[src/rtl/flow_ctrl_sender_if.sv]
`default_nettype none
// ============================================================================
// flow_ctrl_sender_if : producer write port and valid/ready output port
// Rev 1.0
// ============================================================================
interface flow_ctrl_sender_if #(
  parameter int DATA_W = 8,
  parameter int CNT_W  = 8
);
  logic              wr_en;
  logic [DATA_W-1:0] wr_data;
  logic              full;
  logic              empty;
  logic              ready_i;
  logic              valid_o;
  logic [DATA_W-1:0] data_o;
  logic              overflow;
  logic [CNT_W-1:0]  tx_count;

  // master is the sender itself; slave is the producer/pipeline side
  modport master (
    input  wr_en, wr_data, ready_i,
    output full, empty, valid_o, data_o, overflow, tx_count
  );

  modport slave (
    output wr_en, wr_data, ready_i,
    input  full, empty, valid_o, data_o, overflow, tx_count
  );
endinterface
`default_nettype wire

[src/rtl/flow_ctrl_sender.sv]
`default_nettype none
// ============================================================================
// flow_ctrl_sender : byte FIFO feeding a registered valid/ready output stage
// Rev 1.0
// ============================================================================
module flow_ctrl_sender #(
  parameter int DATA_W = 8,
  parameter int DEPTH  = 4,
  parameter int ADDR_W = $clog2(DEPTH),
  parameter int CNT_W  = 8
) (
  input  wire logic           clk,
  input  wire logic           rst,
  flow_ctrl_sender_if.master  bus
);

  generate
    if ((DEPTH < 2) || ((DEPTH & (DEPTH - 1)) != 0) || ((1 << ADDR_W) != DEPTH)) begin : g_bad_depth
      $error("flow_ctrl_sender: DEPTH must be a power of 2, >= 2, and equal 2**ADDR_W");
    end
  endgenerate

  localparam logic [ADDR_W:0]  c_ptr_one = {{ADDR_W{1'b0}}, 1'b1};
  localparam logic [CNT_W-1:0] c_cnt_one = {{(CNT_W-1){1'b0}}, 1'b1};

  logic [DATA_W-1:0] r_mem [DEPTH];
  logic [ADDR_W:0]   r_wr_ptr;
  logic [ADDR_W:0]   r_rd_ptr;
  logic              r_full;
  logic              r_empty;
  logic              r_valid;
  logic [DATA_W-1:0] r_data;
  logic              r_overflow;
  logic [CNT_W-1:0]  r_count;

  logic              w_wr;
  logic              w_xfer;
  logic              w_rd;
  logic [ADDR_W:0]   w_wr_ptr_nxt;
  logic [ADDR_W:0]   w_rd_ptr_nxt;
  logic [DATA_W-1:0] w_rd_data;

  // Full gates writes from pre-edge state, so a same-edge read never frees room
  assign w_wr   = bus.wr_en & ~r_full;
  assign w_xfer = r_valid & bus.ready_i;
  assign w_rd   = (~r_valid | w_xfer) & ~r_empty;

  assign w_wr_ptr_nxt = w_wr ? (r_wr_ptr + c_ptr_one) : r_wr_ptr;
  assign w_rd_ptr_nxt = w_rd ? (r_rd_ptr + c_ptr_one) : r_rd_ptr;
  assign w_rd_data    = r_mem[r_rd_ptr[ADDR_W-1:0]];

  always_ff @(posedge clk) begin
    if (w_wr) begin
      r_mem[r_wr_ptr[ADDR_W-1:0]] <= bus.wr_data;
    end
  end

  always_ff @(posedge clk or posedge rst) begin
    if (rst) begin
      r_wr_ptr   <= '0;
      r_rd_ptr   <= '0;
      r_full     <= 1'b0;
      r_empty    <= 1'b1;
      r_valid    <= 1'b0;
      r_data     <= '0;
      r_overflow <= 1'b0;
      r_count    <= '0;
    end else begin
      r_wr_ptr <= w_wr_ptr_nxt;
      r_rd_ptr <= w_rd_ptr_nxt;
      r_full   <= (w_wr_ptr_nxt[ADDR_W] != w_rd_ptr_nxt[ADDR_W]) &&
                  (w_wr_ptr_nxt[ADDR_W-1:0] == w_rd_ptr_nxt[ADDR_W-1:0]);
      r_empty  <= (w_wr_ptr_nxt == w_rd_ptr_nxt);

      if (bus.wr_en && r_full) begin
        r_overflow <= 1'b1;
      end

      if (w_xfer) begin
        r_count <= r_count + c_cnt_one;
      end

      // Data_o keeps its last byte when the stage drains empty
      if (w_rd) begin
        r_data  <= w_rd_data;
        r_valid <= 1'b1;
      end else if (w_xfer) begin
        r_valid <= 1'b0;
      end
    end
  end

  assign bus.full     = r_full;
  assign bus.empty    = r_empty;
  assign bus.valid_o  = r_valid;
  assign bus.data_o   = r_data;
  assign bus.overflow = r_overflow;
  assign bus.tx_count = r_count;

endmodule
`default_nettype wire

[src/flat_wrapper.sv]
// flat-port wrapper written by rule: the top's interface ports become plain ports
module flow_ctrl_sender_flat 
#(
  parameter int DATA_W = 8,
  parameter int DEPTH  = 4,
  parameter int ADDR_W = $clog2(DEPTH),
  parameter int CNT_W  = 8
)
  (clk, rst, bus_wr_en, bus_wr_data, bus_ready_i, bus_full, bus_empty, bus_valid_o, bus_data_o, bus_overflow, bus_tx_count);
  flow_ctrl_sender_if #(.DATA_W(DATA_W), .CNT_W(CNT_W)) bus_i ();
  input  wire logic clk;
  input  wire logic rst;
  input wire logic [$bits(bus_i.wr_en)-1:0] bus_wr_en;
  input wire logic [$bits(bus_i.wr_data)-1:0] bus_wr_data;
  input wire logic [$bits(bus_i.ready_i)-1:0] bus_ready_i;
  output wire logic [$bits(bus_i.full)-1:0] bus_full;
  output wire logic [$bits(bus_i.empty)-1:0] bus_empty;
  output wire logic [$bits(bus_i.valid_o)-1:0] bus_valid_o;
  output wire logic [$bits(bus_i.data_o)-1:0] bus_data_o;
  output wire logic [$bits(bus_i.overflow)-1:0] bus_overflow;
  output wire logic [$bits(bus_i.tx_count)-1:0] bus_tx_count;
  assign bus_i.wr_en = bus_wr_en;
  assign bus_i.wr_data = bus_wr_data;
  assign bus_i.ready_i = bus_ready_i;
  assign bus_full = bus_i.full;
  assign bus_empty = bus_i.empty;
  assign bus_valid_o = bus_i.valid_o;
  assign bus_data_o = bus_i.data_o;
  assign bus_overflow = bus_i.overflow;
  assign bus_tx_count = bus_i.tx_count;
  flow_ctrl_sender #(.DATA_W(DATA_W), .DEPTH(DEPTH), .ADDR_W(ADDR_W), .CNT_W(CNT_W)) u_core (.clk(clk), .rst(rst), .bus(bus_i));
endmodule
[config.mk]
export PLATFORM = sky130hd
export DESIGN_NAME = flow_ctrl_sender_flat
export DESIGN_NICKNAME = d
export VERILOG_FILES = /design/src/rtl/flow_ctrl_sender_if.sv /design/src/rtl/flow_ctrl_sender.sv /design/src/flat_wrapper.sv
export SDC_FILE = /design/constraint.sdc
export NUM_CORES = 1
export LEC_CHECK = 0
export ABC_AREA = 1
export BUFFER_PORTS_ARGS = -buffer_cell sky130_fd_sc_hd__clkbuf_2
export CAP_MARGIN = 20
export CORE_MARGIN = 5
export CORE_UTILIZATION = 61
export DETAILED_ROUTE_END_ITERATION = 6
export GPL_TIMING_DRIVEN = 0
export PLACE_DENSITY = 0.84
export SETUP_SLACK_MARGIN = 0.1
export SLEW_MARGIN = 20
export SYNTH_ARGS = -nofsm -noshare
export SYNTH_HDL_FRONTEND = slang
export SYNTH_SLANG_ARGS = --single-unit
[constraint.sdc]
create_clock -name clk -period 2.3 [get_ports clk]
set_clock_uncertainty 0.1 [all_clocks]
set_input_delay 0.115 -clock clk [delete_from_list [all_inputs] [get_ports clk]]
set_output_delay 0.115 -clock clk [all_outputs]
set_load 0.02 [all_outputs]
==> results of run 1 <==
## worst max-delay path, stage by stage (launching register included)
cell     delay, ns
dfrtp_1       0.43
inv_1         0.14
ha_1          0.16
inv_1         0.04
nor2_1        0.61
## state kept, by name, indices dropped and copies added, names as in the netlist
| name | count |
|---|---|
| u_core.bus.full | 1 |
| u_core.bus.data_o | 8 |
| u_core.bus.overflow | 1 |
| u_core.r_mem | 32 |
| u_core.bus.empty | 1 |
| u_core.bus.valid_o | 1 |
| u_core.r_wr_ptr | 3 |
| u_core.r_rd_ptr | 3 |
| u_core.bus.tx_count | 8 |
## what timing repair did
item,CTS,global route
hold buffers,11,0
resized for setup,0,0
hold endpoints to repair,59,0
endpoints found under the setup margin,0,0
## worst paths after layout
check                                                   from                                to  slack [ns]  depth (start not counted)
min in group clk                  u_core.bus.empty$_DFF_PP1_    u_core.bus.valid_o$_DFFE_PP0P_        0.36                          1
max in group asynchronous                                rst  u_core.bus.data_o[0]$_DFFE_PP0P_        1.44                          3
worst min-delay path                                     rst  u_core.bus.data_o[1]$_DFFE_PP0P_        0.26                          3
worst max-delay path            u_core.r_wr_ptr[0]$_DFF_PP0_      u_core.r_mem[0][0]$_DFFE_PP_        0.46                          4
worst max register to register  u_core.r_wr_ptr[0]$_DFF_PP0_      u_core.r_mem[0][0]$_DFFE_PP_        0.46                          4
worst min register to register    u_core.bus.empty$_DFF_PP1_    u_core.bus.valid_o$_DFFE_PP0P_        0.36                          1
## power breakdown
group | switching (µW) | internal [µW]
logic | 1030 | 535
registers | 198 | 1420
clock network | 398 | 718
## per-layer routing
layer  vias to the layer above  global-route usage [%]  share of wire [%]
met5                         -                       0                  0
met3                         9                    8.24                8.8
met4                         0                    9.88                1.6
met2                        79                    35.1                 48
li1                        899                       -                  -
met1                       856                    26.1                 41
## layout by cell type (no fill, tap or decap), types with 9 or more instances in the layout
cell type and count:
nand2_1 44, inv_2 10, inv_1 14, dlygate4sd3_1 11
nor2_1 47, o21ai_1 11, dfrtp_1 25, clkbuf_2 31
nand3_1 9, edfxtp_1 32, clkbuf_8 9
## final cells by class
class | instances | area share (%)
flip-flops and latches | 58 | 52.0
inverters | 25 | 3.19
plain buffers | 5 | 1.05
multi-input cells | 153 | 25.6
clock buffers | 11 | 4.24
clock inverters | 5 | 3.31
well taps | 50 | 2.02
repair buffers | 42 | 8.56
## kinds of logic (layout without fill, tap and decap cells)
logic type | Yosys count | after routing
flops | 58 | 58
fa+ha+maj | 6 | 6
xor+xnor | 7 | 7
compound gates | 26 | 26
simple gates | 114 | 114
buf+inv | 30 | 88
## through the flow
stage               power (µW)  hold slack (ns)  instances
finish                    4290            0.263        349
global route              4590            0.313        349
CTS                       4310            0.361        349
detailed placement        3150            0.238        322
global placement          3100            0.231        322
floorplan                 2720           0.0543        241
==> results.yml, run 1 <==
die:
  start_util_pct: 63.0
  die_x_um: 74.5
  rows: 23
  pin_count: 32
  fp.dieH_um: 74.5
  core_area_um2: 4030
  die-area_um2: 5550
worst_setup_path:
  critPathRequiredTime_ns: 2.17
  critPathKind: "reg -> reg"
  arrival_ns: 1.71
  cp-end-kind: "flop"
  cp-start-kind: "flop"
  critical_path.max_fanout: 8
placed_design:
  io_buffers: 31
  dp_hpwl_mm: 3.11
  dp_slack_ns: 0.483
  placed_area_um2: 2760
  place.gp.congestion: 0.782
sta:
  fmax_mhz: 542
  fin_setup_tns_ns: 0
  period_needed_ns: 1.84
  setup_violations: 0
  maxSlewViolCount: 0
  setup_slack_ns: 0.455
  worst-slew-pin-transition_ns: 0.788
  hold_violations: 0
  period_share_pct: 80.2
  rsz0062_at_grt: "false"
  slew_headroom_pct: 47.3
logic_synthesis:
  ys_warn_count: 0
  synth_cell_type_count: 26
  synth-edff-count: 32
  netlist_instances: 241
  synth_adder_area_share_pct: 2.96
  synth_seq_area_share_pct: 63.5
  synth_xor_area_share_pct: 2.71
  synthTopCellsByCount: "nor2_1, nand2_1, edfxtp_1"
  synthesis.nets: 259
  synthArstFlopShare_pct: 44.8
  synth_most_common_cell: "nor2_1"
  synth_compound_area_share_pct: 5.62
  synth_ff_type: "edfxtp_1"
  syn_avg_cell_area_um2: 10.5
  synthMuxAreaShare_pct: 0
  synth_simple_gate_area_share_pct: 20.0
  synth-seq-cells: 58
  synth_top_area_share_pct: 37.9
  synth_area_leaders: "edfxtp_1, dfrtp_1, nor2_1"
  yosys.area.top_type: "edfxtp_1"
  synth_top_family_by_area: "simple AND/OR/NAND/NOR gates"
  syn_area_um2: 2540
detailed_routing:
  ant_nets: 0
  post_drt_wl_per_cell_um: 14.7
  viasPerCell: 5.28
  dr.pass1.iters: 4
  drt_wl_total_mm: 5.14
  drc: 0
  drtIter0Drc: 150
  vias: 1843
cts:
  cts_setup_buffers: 0
  cts_buffer_depth: 2
  clock_latency_ns: 0.34
  ctsHtreeMaxLevel: 3
  cts_tree: "yes"
  numClockSinks: 58
  cts_made_buffers: 9
  clkTransAtPathRegs_ns: 0.07
  cts.root.buffer_cell: "clkbuf_8"
global_routing:
  grt_max_degree: 27
  grtUsageTotal_pct: 21.8
  antenna_found_initial: 0
  grt_pass1_vias: 1891
  grt_pass1_wl_mm: 8.59
  overflow: 0
finish:
  regArea_um2: 1610
  drive_above_1_share_pct: 25.1
  areaGrowthSynthToFinish_pct: 22.1
  multiInputGateArea_um2: 795
  num-fill-cells: 273
  diodes: 0
  nets: 312
  final_cell_area_um2: 3100
  fin_util_pct: 77.0
power:
  max-vdd-ir-drop_mv: 0.693
  power_leakage_uw: 0.00140
  powerDensity_nw_per_um2: 1390
flow_run:
  maxCapViolations: 0
status:
  run_status: "completed"
hold_path:
  min_path_type: "in -> async"
Power figures use the tool's default switching activity.
==> run 2: changes to the inputs <==
--- a/config.mk
+++ b/config.mk
@@ -9,10 +9,10 @@
 export BUFFER_PORTS_ARGS = -buffer_cell sky130_fd_sc_hd__clkbuf_2
 export CAP_MARGIN = 20
 export CORE_MARGIN = 5
-export CORE_UTILIZATION = 61
+export CORE_UTILIZATION = 57
 export DETAILED_ROUTE_END_ITERATION = 6
 export GPL_TIMING_DRIVEN = 0
-export PLACE_DENSITY = 0.84
+export PLACE_DENSITY = 0.8
 export SETUP_SLACK_MARGIN = 0.1
 export SLEW_MARGIN = 20
 export SYNTH_ARGS = -nofsm -noshare
==> constraint.sdc (replaced) <==
create_clock -name clk -period 1.7 [get_ports clk]
set_clock_uncertainty 0.1 [all_clocks]
set_input_delay 0.085 -clock clk [delete_from_list [all_inputs] [get_ports clk]]
set_output_delay 0.085 -clock clk [all_outputs]
set_load 0.02 [all_outputs]
==> run 2 against run 1 <==
Against the previous run: first-iteration DRC count down 33%; routed wire length down 1.5%; critical path depth rose by 5; hold slack got worse by 0.038 ns; count of clock-buffer cells in the layout is 2 lower; final cell count increased by 1.1%; final area is 0.93% higher; register-to-register slack worse by 0.27 ns; non-clock buffer count is 2 higher; clock power grew 24%; die area is 6.1% higher; global-route usage down 3.2 points; highest routed layer unchanged.
==> results.yml, run 2 (synthesis gave the netlist of run 1 again) <==
status:
  run_status: "completed"
detailed_routing:
  post_drt_wl_per_cell_um: 14.3
  ant_nets: 0
  dr.pass1.iters: 4
  vias: 1809
  drtIter0Drc: 101
  drt_wl_total_mm: 5.06
  drc: 0
  viasPerCell: 5.12
sta:
  hold_violations: 0
  period_share_pct: 89.3
  setup_slack_ns: 0.182
  setup_violations: 0
  fmax_mhz: 659
  worst-slew-pin-transition_ns: 0.573
  slew_headroom_pct: 61.7
  rsz0062_at_grt: "true"
  fin_setup_tns_ns: 0
  holdWs_ns: 0.225
  period_needed_ns: 1.52
  maxSlewViolCount: 0
worst_setup_path:
  arrival_ns: 1.69
  cp-end-kind: "flop"
  crit_slowest_cell: "dfrtp_1"
  crit_top_cell: "nand2_1"
  slowest_delay_ns: 0.41
  critPathRequiredTime_ns: 1.88
  cp-start-kind: "flop"
  crit_family: "simple AND/OR/NAND/NOR gates"
  critical_path.max_fanout: 10
  critPathKind: "reg -> reg"
  worstPathCellList: "buf_4 > ha_1 > nand2_2 > inv_6 > nand2_1 > nand2_1 > nand2_1 > nand2_1 > nor2_1"
  path_buf_inv: 2
global_routing:
  grtUsageTotal_pct: 18.6
  grt_pass1_vias: 1774
  overflow: 0
  grt_pass1_wl_mm: 8.43
  grt_max_degree: 27
  antenna_found_initial: 0
flow_run:
  maxCapViolations: 0
finish:
  drive_above_1_share_pct: 27.6
  diodes: 0
  largest_reg_flops: 32
  multiInputGateArea_um2: 817
  final_cell_area_um2: 3130
  layout_common_cells: "nor2_1, nand2_1, edfxtp_1, clkbuf_2, dfrtp_1"
  nets: 314
  areaGrowthSynthToFinish_pct: 23.3
  regArea_um2: 1610
  num-fill-cells: 280
cts:
  cts_made_buffers: 9
  cts_buffer_depth: 2
  ctsHtreeMaxLevel: 3
  clkTransAtPathRegs_ns: 0.08
  clock_latency_ns: 0.34
  cts.root.buffer_cell: "clkbuf_8"
  numClockSinks: 58
  cts_tree: "yes"
placed_design:
  io_buffers: 31
  place.gp.congestion: 0.715
  dp_hpwl_mm: 3.24
  dp_slack_ns: -0.133
  placed_area_um2: 2760
die:
  core_area_um2: 4320
  start_util_pct: 58.7
  die_x_um: 76.7
  rows: 24
  die-area_um2: 5890
  fp.dieH_um: 76.7
  pin_count: 32
power:
  max-vdd-ir-drop_mv: 0.934
  power_leakage_uw: 0.00139
  powerDensity_nw_per_um2: 1840
hold_path:
  min_path_type: "in -> async"
==> run 2: changes by cell type in the layout (fill, tap and decap cells not counted), sizes merged <==
cell	delta
clkinv	+2
buf	+2
clkinvlp	+1
bufinv	-1
clkbuf	-2
==> run 2: tightest hold or removal path, delay by kind of cell <==
family	cells	cell delay, ns
buffers and inverters	3	1.06
==> run 2: layer usage <==
metal / global-route usage [%] / routed length (µm) / part of all wire, %
met2: 30.3 / 2590 / 51
met5: 0 / 0 / 0
met4: 9.62 / 104 / 2.1
met3: 6.56 / 336 / 6.6
met1: 21.5 / 2030 / 40
==> run 2: path summary, 6_finish.rpt <==
kind                            depth (start not counted)  slack, ns                    startpoint                          endpoint
min in group clk                                        1       0.37    u_core.bus.empty$_DFF_PP1_    u_core.bus.valid_o$_DFFE_PP0P_
worst min-delay path                                    3       0.23                           rst  u_core.bus.data_o[1]$_DFFE_PP0P_
worst max-delay path                                    9       0.18  u_core.r_wr_ptr[0]$_DFF_PP0_        u_core.bus.empty$_DFF_PP1_
max in group asynchronous                               3       0.88                           rst    u_core.bus.valid_o$_DFFE_PP0P_
worst min register to register                          1       0.37    u_core.bus.empty$_DFF_PP1_    u_core.bus.valid_o$_DFFE_PP0P_
worst max register to register                          9       0.18  u_core.r_wr_ptr[0]$_DFF_PP0_        u_core.bus.empty$_DFF_PP1_
==> run 2: timing repair <==
action / 4_1_cts / 5_1_grt
hold endpoints to repair: 60 / 0
gates resized for setup: 5 / 5
pin swaps: 0 / 2
endpoints found under the setup margin: 24 / 10
hold buffers: 11 / 0
setup buffers: 0 / 2
==> run 2: final cells by class <==
type                    instances  area share, %
well taps                      52           2.08
clock inverters                 7           3.00
flip-flops and latches         58           51.5
multi-input cells             153           26.1
clock buffers                   9           3.96
repair buffers                 44           8.96
plain buffers                   5           1.04
inverters                      25           3.32
==> run 2: where the power goes <==
group	switching (µW)	internal [µW]	total [µW]
registers	258	1910	2170
logic	1430	758	2190
clock network	567	821	1390
total	2260	3490	5750
==> run 2: through the flow <==
stage / utilization (%) / std cells / power (µW)
final: 72.4 / 353 / 5750
after global routing: 72.4 / 353 / 6120
after CTS: 71.8 / 351 / 5690
after detailed placement: 63.8 / 324 / 4280
after global placement: 63.8 / 324 / 4180
after floorplan: - / 241 / 3680
